<file path="src/rtl/usb_data_mux.sv">
`default_nettype none
// ============================================================================
// Module      : usb_data_mux
// Description : Registered per-engine data select toward the USB external
//               FIFO. Words arriving while the FIFO is full are dropped and
//               counted in a saturating drop counter.
// Ports       : clk, rst        - clock, synchronous active-high reset
//               i_sel           - engine index to forward
//               i_fwd_en        - forwarding window (controller RUN/DRAIN)
//               i_drop_clr      - clears the drop counter
//               i_data/i_data_en- packed engine words and their valids
//               i_fifo_full     - FIFO full flag in the word's input cycle
//               o_data/o_data_en- forwarded word, one cycle latency
//               o_drop_cnt      - saturating count of dropped words
// Revision    : 1.0 - initial release
// ============================================================================
module usb_data_mux #(
    parameter int NUM_ENGINES = 3,
    parameter int DATA_W      = 16,
    parameter int SEL_W       = 2,
    parameter int DROP_W      = 16
) (
    input  logic                          clk,
    input  logic                          rst,
    input  logic [SEL_W-1:0]              i_sel,
    input  logic                          i_fwd_en,
    input  logic                          i_drop_clr,
    input  logic [NUM_ENGINES*DATA_W-1:0] i_data,
    input  logic [NUM_ENGINES-1:0]        i_data_en,
    input  logic                          i_fifo_full,
    output logic [DATA_W-1:0]             o_data,
    output logic                          o_data_en,
    output logic [DROP_W-1:0]             o_drop_cnt
);

    logic [DATA_W-1:0] r_data_q,    w_data_d;
    logic              r_data_en_q, w_data_en_d;
    logic [DROP_W-1:0] r_drop_q,    w_drop_d;
    logic              w_sel_valid;

    always_comb begin
        w_sel_valid = i_fwd_en & i_data_en[i_sel];
        w_data_d    = i_data[int'(i_sel)*DATA_W +: DATA_W];
        w_data_en_d = w_sel_valid & ~i_fifo_full;
        w_drop_d    = r_drop_q;
        if (i_drop_clr) begin
            w_drop_d = '0;
        end else if (w_sel_valid && i_fifo_full && (r_drop_q != '1)) begin
            w_drop_d = r_drop_q + 1'b1;
        end
    end

    always_ff @(posedge clk) begin
        if (rst) begin
            r_data_q    <= '0;
            r_data_en_q <= 1'b0;
            r_drop_q    <= '0;
        end else begin
            r_data_q    <= w_data_d;
            r_data_en_q <= w_data_en_d;
            r_drop_q    <= w_drop_d;
        end
    end

    assign o_data     = r_data_q;
    assign o_data_en  = r_data_en_q;
    assign o_drop_cnt = r_drop_q;

endmodule
`default_nettype wire

</file>
<file path="config.mk">
export PLATFORM = sky130hd
export DESIGN_NAME = usb_data_mux
export DESIGN_NICKNAME = d
export VERILOG_FILES = /design/src/rtl/usb_data_mux.sv
export SDC_FILE = /design/constraint.sdc
export NUM_CORES = 1
export LEC_CHECK = 0
export CAP_MARGIN = 40
export CORE_MARGIN = 2
export CORE_UTILIZATION = 38
export CTS_CLUSTER_DIAMETER = 80
export CTS_CLUSTER_SIZE = 16
export DETAILED_ROUTE_END_ITERATION = 6
export PLACE_DENSITY_LB_ADDON = 0.25
export REMOVE_ABC_BUFFERS = 1
export SYNTH_ARGS = -nofsm -noshare
export SYNTH_HDL_FRONTEND = slang
export SYNTH_SLANG_ARGS = --single-unit
</file>
<file path="constraint.sdc">
create_clock -name clk -period 2.1 [get_ports clk]
set_clock_uncertainty 0.1 [all_clocks]
set_input_delay 0.21 -clock clk [delete_from_list [all_inputs] [get_ports clk]]
set_output_delay 0.21 -clock clk [all_outputs]
set_load 0.05 [all_outputs]
</file>
# [Word-level counts from Yosys, hierarchy flattened]
# Cells that the tools add are included.
[word_totals] wordCells=15 input_bits=58 ff_bits=33 output_inout_bits=33
[classes] mux=2 n_shift=1 order_cmp=1 reduce_logical=3 addsub=1 bitwise=3 eq_ne=1
[op_table] operator="variable part select 48 x 7 -> 16 bit" count=1
[op_table] operator="adder 16 x 1 -> 16 bit, second input constant" count=1
[op_table] operator="inequality test 16 bit, second input constant" count=1
[op_table] operator="less-than comparator 2 x 3 -> 1 bit, second input constant" count=1
[op_table] operator="bitwise AND 1 bit" count=2
[op_table] operator="binary-select mux 1 bit (select 2 bit)" count=1
[op_table] operator="logical AND 1 bit" count=2
[op_table] operator="OR reduction 2 bit" count=1
[op_table] operator="2-to-1 mux 1 bit" count=1
[op_table] operator="inverter 1 bit" count=1

# [Logic depth before layout (Yosys ltp)]
# Gate-level depths: netlist (run 1).
[depth] word_depth=5 mapped_depth=7

# [Worst setup path after synthesis (run 1)]
# Ideal clock, no wire load.
[synth_path] path_kind="register to register" startpoint="register r_drop_q[0] (netlist: o_drop_cnt[0])" endpoint="register r_drop_q[15] (netlist: o_drop_cnt[15])" setup_ns=0.058 path_buffers=0 path_stages_with_launch=7 path_slack_ns=-0.259 t_arrival_ns=2.201 path_cell_list="dfxtp_1 > ha_1 > nand4_1 > nor4_4 > nor2_1 > a211oi_1 > a31o_2"
[synth_via] elab_chain_cells=2 word_cells_on_any_way=3 cone_classes="1 x add/sub; 1 x eq/ne; 1 x reduce/logical"
[synth_lines] element="from (decl)" line="38" text="logic [DROP_W-1:0] r_drop_q, w_drop_d;"
[synth_lines] element="from (signal assigned)" line="61" text="r_drop_q <= w_drop_d;"
[synth_lines] element="branches (longest 2 deep; another with adder 16 x 1 -> 16 bit)"
# Parallel ways; which one is timed is not known.
# A chain may end at the register's enable or synchronous reset.

# [Final worst setup path (run 1)]
[layout_path] startpoint="register r_drop_q[5] (netlist: o_drop_cnt[5])" endpoint="output o_drop_cnt[5]"
[layout_lines] element="to (decl)" line="33" text="output logic [DROP_W-1:0] o_drop_cnt"
# No word-level cell between the ends.

==> flow_summary.json, run 1 <==
{
  "outcome": "finished, final reports clean",
  "crit_family": "buffers and inverters",
  "worst_hold_path_type": "input pin to flip-flop",
  "via_per_inst": 4.94,
  "synth_top_family_by_area": "simple AND/OR/NAND/NOR gates",
  "antenna_found_initial": 0,
  "io_pins": 91,
  "post_cts_buffers": 0,
  "postLayoutSetupSlackWorst_ns": 0.192,
  "cp-startpoint": "o_drop_cnt[5]",
  "insertedDiodeCount": 0,
  "drtAntennaViolNets": 0,
  "cts_made_buffers": 5,
  "crit_slowest_cell": "clkdlybuf4s50_1",
  "critPathMaxFanout": 7,
  "synth.area.top_cells": "dfxtp_1, nor2_1, mux2i_1",
  "setup.worst_path.end_class": "primary output",
  "p_leak_nw": 1.01,
  "synth.distinct_cells": 28,
  "min_path_cells": 3,
  "synth_edf_count": 0,
  "vias": 1665,
  "place.detailed.hpwl_um": 3210,
  "drt-wirelength-per-cell_um": 12.3,
  "setup_violations": 0,
  "peakVddDrop_mv": 0.344,
  "yosys_warnings": 0,
  "ys_seq_elements": 33,
  "dr.first_iter.drc_count": 97,
  "crit_chain": "clkdlybuf4s50_1",
  "synthTopCellsByCount": "nor2_1, dfxtp_1, a21oi_1",
  "ys_async_sr_fraction_pct": 0,
  "cts-root-buf": "clkbuf_8",
  "crit_required_ns": 1.79,
  "grt_overflow": 0,
  "maxSlewHeadroom_pct": 63.4,
  "cts_resized": 0,
  "route.detailed.drc": 0,
  "gr-usage-all-layers_pct": 19.4,
  "routabilityCongestion": 0.769,
  "grt_max_degree": 18,
  "rr_startpoint": "o_drop_cnt[9]",
  "crit_type": "flip-flop to primary output",
  "netlist.area_leader.share_pct": 41.4,
  "die_y_um": 68.8,
  "drv_slew": 0,
  "areaGrowthSynthToFinish_pct": 68.8,
  "cap_violations": 0,
  "synthMuxAreaShare_pct": 10.7,
  "crit_arrival_ns": 1.60,
  "use_met1_pct": 21.7,
  "portBuffers": 90,
  "fill_cells": 335,
  "yosysSeqAreaShare_pct": 41.4,
  "final.min_clock_period_ns": 1.91,
  "seq_area_sq_um": 661,
  "core_area_sq_um": 4030,
  "final_nets": 345,
  "synth-compound-area-share_pct": 8.39,
  "synth-main-ff-cell": "dfxtp_1",
  "rows": 23,
  "grt_first_pass_wirelength_um": 6760,
  "gr-usage-met3_pct": 11.2,
  "crit_path_max_incr_delay_ns": 0.85,
  "drive_gt1_share_pct": 8.71,
  "max_freq_ghz": 0.524,
  "clk_pin_slew_ns": 0.07,
  "endpoint": "o_drop_cnt[5]",
  "htree_levels": 2,
  "grt-busiest-layer": "met2",
  "hold_buffers": 0,
  "met2_usage_pct": 31.5,
  "cts.sinks": 33,
  "fin_crit_sh_pct": 90.8,
  "reg2reg_to": "o_drop_cnt[15]",
  "place_ws_ns": -0.0195,
  "fp.dieArea_sq_um": 4730,
  "yosysMostFrequentCell": "nor2_1",
  "synth_xor_area_share_pct": 7.69,
  "netlist_area_sq_um": 1600,
  "wl_um": 4150,
  "clkLatencyLatePin_ns": 0.29,
  "grt_pass1_vias": 1562,
  "worst_r2r_path_depth": 5,
  "yosysTopAreaCell": "dfxtp_1",
  "rsz0062_at_grt": "no",
  "dr.pass1.iters": 4,
  "cts_tree": "built",
  "fin_util_pct": 66.8,
  "cp.buffers_inverters": 1,
  "yosys.area_share.simple_pct": 27.0,
  "finalHoldViolations": 0,
  "path_depth": 1,
  "ff2ff_setup_slack_ns": 0.33,
  "post_synth.cell_area_avg_sq_um": 8.49,
  "synthAdderAreaFrac_pct": 0.784,
  "multi_input_area_sq_um": 870,
  "tightestPinTransition_ns": 0.547,
  "start_util_pct": 39.6,
  "pwr_density_cell_nw_per_um2": 558,
  "clockBufferDepth": 2,
  "die_w_um": 68.8,
  "syn-instance-count": 188,
  "cp-start-kind": "flip-flop"
}
## flip-flops by register name (all words and copies together) (netlist names)
register and count:
o_data 16, o_drop_cnt 16, o_data_en 1
## logic make-up after synthesis
family          Yosys count
buf+inv                  13
xor+xnor                 14
mux                      17
flops                    33
compound gates           22
simple gates             88
fa+ha+maj                 1
## how the worst min path moves through the flow
stage                    from             end  slack, ns
2_1_floorplan             rst       o_data[0]       0.18
3_3_place_gp   o_drop_cnt[11]  o_drop_cnt[11]       0.42
3_5_place_dp   o_drop_cnt[11]  o_drop_cnt[11]       0.44
4_1_cts            i_data[20]       o_data[4]       0.41
5_1_grt            i_data[21]       o_data[5]       0.43
6_report           i_data[20]       o_data[4]       0.42
## per-layer routing
| layer | part of all wire [%] | vias to the layer above |
|---|---|---|
| met3 | 11 | 6 |
| met1 | 41 | 744 |
| li1 | - | 847 |
| met2 | 46 | 68 |
| met5 | 0 | - |
| met4 | 1.2 | 0 |
## final cells by class
type	count	share of cell area, %
clock buffers	7	3.58
multi-input cells	142	32.3
flip-flops and latches	33	24.5
inverters	2	0.279
well taps	50	2.32
repair buffers	102	36.8
clock inverters	1	0.186
## power by group
part | switching, W | total (W) | internal (W)
sequential | 0.00000528 | 0.000651 | 0.000646
clock | 0.000233 | 0.000529 | 0.000296
combinational | 0.000154 | 0.000322 | 0.000168
## through the flow
step                TNS (ns)  instances  total power [W]  hold slack (ns)  area, sq um
floorplan              -1.68        177         0.000804            0.182         1540
global placement           0        329         0.000987            0.424         2590
detailed placement   -0.0195        329         0.000989            0.443         2590
CTS                        0        337          0.00152            0.411         2690
global route               0        337          0.00157            0.429         2690
finish                     0        337          0.00150            0.419         2690
## cells in the final DEF (no fill, tap or decap), types with 4 or more instances in the layout
master,netlist,layout
nor3_1,5,5
dfxtp_1,33,33
clkdlybuf4s50_1,0,90
nand4_1,4,4
nor2_1,49,49
mux2i_1,17,17
nor4_1,7,7
xnor2_1,14,14
a21oi_1,18,18
buf_4,0,12
nand3_1,8,8
clkbuf_8,0,7
nand2_1,4,4
(Power assumes the default switching activity.)
==> run 2: changes to the inputs <==
--- a/config.mk
+++ b/config.mk
@@ -12,7 +12,6 @@
 export CTS_CLUSTER_SIZE = 16
 export DETAILED_ROUTE_END_ITERATION = 6
 export PLACE_DENSITY_LB_ADDON = 0.25
-export REMOVE_ABC_BUFFERS = 1
 export SYNTH_ARGS = -nofsm -noshare
 export SYNTH_HDL_FRONTEND = slang
 export SYNTH_SLANG_ARGS = --single-unit
==> flow_summary.json, run 2 (synthesis results as in run 1) <==
{
  "start_util_pct": 39.6,
  "p_total_w": 0.00146,
  "crit_path_max_incr_delay_ns": 0.41,
  "rows": 23,
  "cts_made_buffers": 5,
  "grt_first_pass_wirelength_um": 7050,
  "drive_gt1_share_pct": 10.6,
  "crit_chain": "nand4_1 > or2_2 > nor3_1 > a211oi_1 > a31o_2",
  "place_ws_ns": -0.0566,
  "cts-root-buf": "clkbuf_8",
  "grt_overflow": 0,
  "mostFrequentLayoutCells": "clkdlybuf4s50_1, nor2_1, dfxtp_1",
  "post_cts_buffers": 0,
  "grt_pass1_vias": 1509,
  "via_per_inst": 4.83,
  "endpoint": "o_drop_cnt[15]",
  "clkLatencyLatePin_ns": 0.28,
  "finalHoldViolations": 0,
  "reg2reg_to": "o_drop_cnt[15]",
  "rr_startpoint": "o_drop_cnt[7]",
  "core_area_sq_um": 4030,
  "io_pins": 91,
  "outcome": "finished, final reports clean",
  "gr-usage-all-layers_pct": 20.6,
  "crit_family": "simple AND/OR/NAND/NOR gates",
  "postLayoutSetupSlackWorst_ns": 0.241,
  "dr.pass1.iters": 4,
  "drt-wirelength-per-cell_um": 12.7,
  "drtAntennaViolNets": 0,
  "critPathMaxFanout": 5,
  "drv_slew": 0,
  "p_leak_nw": 0.985,
  "layout_commonest_cell": "clkdlybuf4s50_1",
  "worst_hold_path_type": "input pin to flip-flop",
  "die_y_um": 68.8,
  "insertedDiodeCount": 0,
  "fin_crit_sh_pct": 88.5,
  "routabilityCongestion": 0.758,
  "dp_cells": 326,
  "min_path_cells": 3,
  "grt_max_degree": 18,
  "maxSlewHeadroom_pct": 64.1,
  "crit_type": "flip-flop to flip-flop",
  "pwr_density_cell_nw_per_um2": 548,
  "crit_arrival_ns": 1.94,
  "areaGrowthSynthToFinish_pct": 67.2,
  "portBuffers": 90,
  "cts_tree": "built",
  "setup_violations": 0,
  "cp-startpoint": "o_drop_cnt[7]",
  "rsz0062_at_grt": "no",
  "place_area_sq_um": 2580,
  "wl_um": 4240,
  "syn_nets": 247,
  "final_cells": 333,
  "vias": 1607,
  "worst_r2r_path_depth": 5,
  "fp.dieArea_sq_um": 4730,
  "final.min_clock_period_ns": 1.86,
  "crit_required_ns": 2.18,
  "antenna_found_initial": 0,
  "cts.sinks": 33,
  "max_freq_ghz": 0.538,
  "die_w_um": 68.8,
  "htree_levels": 2,
  "setup.worst_path.end_class": "flip-flop",
  "cp-start-kind": "flip-flop",
  "route.detailed.drc": 0,
  "holdWs_ns": 0.427,
  "clk_pin_slew_ns": 0.07,
  "ff2ff_setup_slack_ns": 0.24,
  "place.detailed.hpwl_um": 3320,
  "cp.buffers_inverters": 0,
  "crit_slowest_cell": "dfxtp_1",
  "dr.first_iter.drc_count": 114,
  "fin_area_sq_um": 2670,
  "peakVddDrop_mv": 0.389,
  "hold_buffers": 0,
  "clockBufferDepth": 2,
  "cts_resized": 0,
  "cap_violations": 0,
  "path_depth": 5,
  "final_nets": 342,
  "tightestPinTransition_ns": 0.537
}
-- run 2: report_power, final --
group	internal (W)	total, W	switching [W]
Sequential	0.000646	0.000651	0.00000564
Clock	0.000260	0.000487	0.000227
Combinational	0.000168	0.000322	0.000154
-- run 2: final cells by class --
cell class | count | area (sq um)
fillers | 357 | 1360
repair buffers | 99 | 968
multi-input cells | 142 | 870
flip-flops and latches | 33 | 673
clock buffers | 7 | 86.3
well taps | 50 | 62.6
inverters | 2 | 7.51
-- run 2: layer usage --
layer | share of wire [%] | GRT usage (%) | vias to the layer above
li1 | - | - | 836
met1 | 40 | 25.0 | 702
met2 | 47 | 30.6 | 64
met3 | 11 | 10.1 | 5
met4 | 1.4 | 8.82 | 0
met5 | 0 | 0 | -
-- run 2: worst reg2reg max path, cell delays in order (launching register included) --
cell	delay, ns
dfxtp_1	0.41
nand4_1	0.24
or2_2	0.40
nor3_1	0.27
a211oi_1	0.12
a31o_2	0.22
-- run 2: through the flow --
stage               utilization (%)  setup TNS, ns
floorplan                         -              0
global placement               64.1              0
detailed placement             64.1         -0.171
CTS                            66.2              0
global route                   66.2              0
finish                         66.2              0
-- run 2: how the worst min path moves through the flow --
| stage | startpoint | to | slack (ns) |
|---|---|---|---|
| floorplan | i_fifo_full | o_data_en | 0.19 |
| global placement | o_drop_cnt[4] | o_drop_cnt[4] | 0.41 |
| detailed placement | o_drop_cnt[1] | o_drop_cnt[1] | 0.43 |
| CTS | i_data[30] | o_data[14] | 0.42 |
| global route | i_data[29] | o_data[13] | 0.43 |
| finish | i_data[23] | o_data[7] | 0.43 |
==> run 3: changes to the inputs <==
--- a/config.mk
+++ b/config.mk
@@ -11,7 +11,7 @@
 export CTS_CLUSTER_DIAMETER = 80
 export CTS_CLUSTER_SIZE = 16
 export DETAILED_ROUTE_END_ITERATION = 6
-export PLACE_DENSITY_LB_ADDON = 0.25
+export PLACE_DENSITY = 0.89
 export SYNTH_ARGS = -nofsm -noshare
 export SYNTH_HDL_FRONTEND = slang
 export SYNTH_SLANG_ARGS = --single-unit
==> flow_summary.json, run 3 (synthesis results as in run 1) <==
{
  "vias": 1690,
  "cp.buffers_inverters": 0,
  "die_y_um": 68.8,
  "io_pins": 91,
  "dp_cells": 325,
  "path_depth": 5,
  "setup_violations": 0,
  "worst_r2r_path_depth": 5,
  "cts_made_buffers": 5,
  "dr.first_iter.drc_count": 107,
  "fin_crit_sh_pct": 88.2,
  "outcome": "finished, final reports clean",
  "cp-start-kind": "flip-flop",
  "portBuffers": 90,
  "grt_overflow": 0,
  "clockPowerShare_pct": 32.0,
  "grt_max_degree": 19,
  "crit_chain": "nand4_1 > or2_2 > nor3_1 > a211oi_1 > a31o_2",
  "maxSlewHeadroom_pct": 63.0,
  "crit_slowest_cell": "dfxtp_1",
  "crit_required_ns": 2.18,
  "power_frac_seq_pct": 45.4,
  "clk_pin_slew_ns": 0.07,
  "clkLatencyLatePin_ns": 0.28,
  "cts_tree": "built",
  "critPathMaxFanout": 5,
  "final.min_clock_period_ns": 1.85,
  "p_int_w": 0.00104,
  "cts-root-buf": "clkbuf_8",
  "pwr-share-comb_pct": 22.5,
  "max_freq_ghz": 0.540,
  "postLayoutSetupSlackWorst_ns": 0.247,
  "peakVddDrop_mv": 0.322,
  "rsz0062_at_grt": "no",
  "mostFrequentLayoutCells": "clkdlybuf4s50_1, nor2_1, dfxtp_1",
  "crit_type": "flip-flop to flip-flop",
  "drtAntennaViolNets": 0,
  "drt-wirelength-per-cell_um": 12.9,
  "clockBufferDepth": 2,
  "wl_um": 4300,
  "start_util_pct": 39.6,
  "gr-usage-all-layers_pct": 20.1,
  "via_per_inst": 5.08,
  "route.detailed.drc": 0,
  "place.detailed.hpwl_um": 3360,
  "crit_family": "simple AND/OR/NAND/NOR gates",
  "fp.dieArea_sq_um": 4730,
  "worst_hold_path_type": "input pin to flip-flop",
  "drv_slew": 0,
  "final_nets": 341,
  "final_cells": 333,
  "dr.pass1.iters": 4,
  "core_area_sq_um": 4030,
  "fill_cells": 335,
  "insertedDiodeCount": 0,
  "layout_commonest_cell": "clkdlybuf4s50_1",
  "cts_resized": 0,
  "post_cts_buffers": 0,
  "place_ws_ns": -0.0374,
  "crit_arrival_ns": 1.93,
  "multi_input_area_sq_um": 870,
  "grt_first_pass_wirelength_um": 6980,
  "p_leak_nw": 0.982,
  "grt_pass1_vias": 1599,
  "areaGrowthSynthToFinish_pct": 66.5,
  "hold_buffers": 0,
  "cts.sinks": 33,
  "tightestPinTransition_ns": 0.553,
  "switching_share_pct": 27.3,
  "p_sw_w": 0.000392,
  "setup.worst_path.end_class": "flip-flop",
  "cap_violations": 0,
  "pwr_density_cell_nw_per_um2": 540,
  "antenna_found_initial": 0,
  "die_w_um": 68.8,
  "min_path_cells": 3,
  "htree_levels": 2,
  "seq_area_sq_um": 673,
  "finalHoldViolations": 0,
  "rows": 23,
  "routabilityCongestion": 0.791,
  "crit_path_max_incr_delay_ns": 0.41,
  "syn_nets": 247,
  "drive_gt1_share_pct": 10.6
}
## run 3: cell types whose count changed in the layout (fill, tap and decap cells not counted), sizes merged
cell / delta
clkinv: +2
buf: -1
clkbuf: -1
## run 3: worst paths after layout
check	slack (ns)	to	startpoint
min	0.43	o_data[0]	i_data[16]
min reg2reg	0.43	o_drop_cnt[14]	o_drop_cnt[14]
max reg2reg	0.25	o_drop_cnt[15]	o_drop_cnt[7]
max	0.25	o_drop_cnt[15]	o_drop_cnt[7]
## run 3: cell type report
cell class,count,share of cell area (%)
clock inverters,2,0.377
repair buffers,98,36.2
inverters,2,0.283
clock buffers,6,2.73
multi-input cells,142,32.7
flip-flops and latches,33,25.3
well taps,50,2.36
## run 3: power groups by stage
| stage | clock network, W | registers, W | logic (W) |
|---|---|---|---|
| finish | 0.000460 | 0.000652 | 0.000324 |
| global route | 0.000499 | 0.000654 | 0.000346 |
| CTS | 0.000471 | 0.000652 | 0.000326 |
| detailed placement | 0 | 0.000666 | 0.000325 |
| global placement | 0 | 0.000665 | 0.000320 |
| floorplan | 0 | 0.000737 | 0.0000876 |
## run 3: worst min-delay path, delay by kind of cell
family	cells	cell delay (ns)
AOI/OAI and AO/OA	1	0.12
and+or+nand+nor	1	0.04
buffers and inverters	1	0.39
## run 3: layer usage
metal  vias to the layer above  GRT usage [%]  wire length (um)
met5                         -              0                 0
met4                         0           9.07                91
met3                         8           7.95               376
met2                        73           34.3              2120
met1                       774           21.8              1710
li1                        835              -                 -
## run 3: through the flow
step                      hold slack [ns]  instance area (sq um)  setup TNS [ns]  utilization, %  total power [W]
after detailed placement            0.418                   2570         -0.0499            63.9         0.000991
after CTS                           0.419                   2660               0            65.9          0.00145
final                               0.427                   2660               0            65.9          0.00144
after global placement              0.407                   2570               0            63.9         0.000985
after floorplan                     0.187                   1610               0               -         0.000825
after global routing                0.440                   2660               0            65.9          0.00150
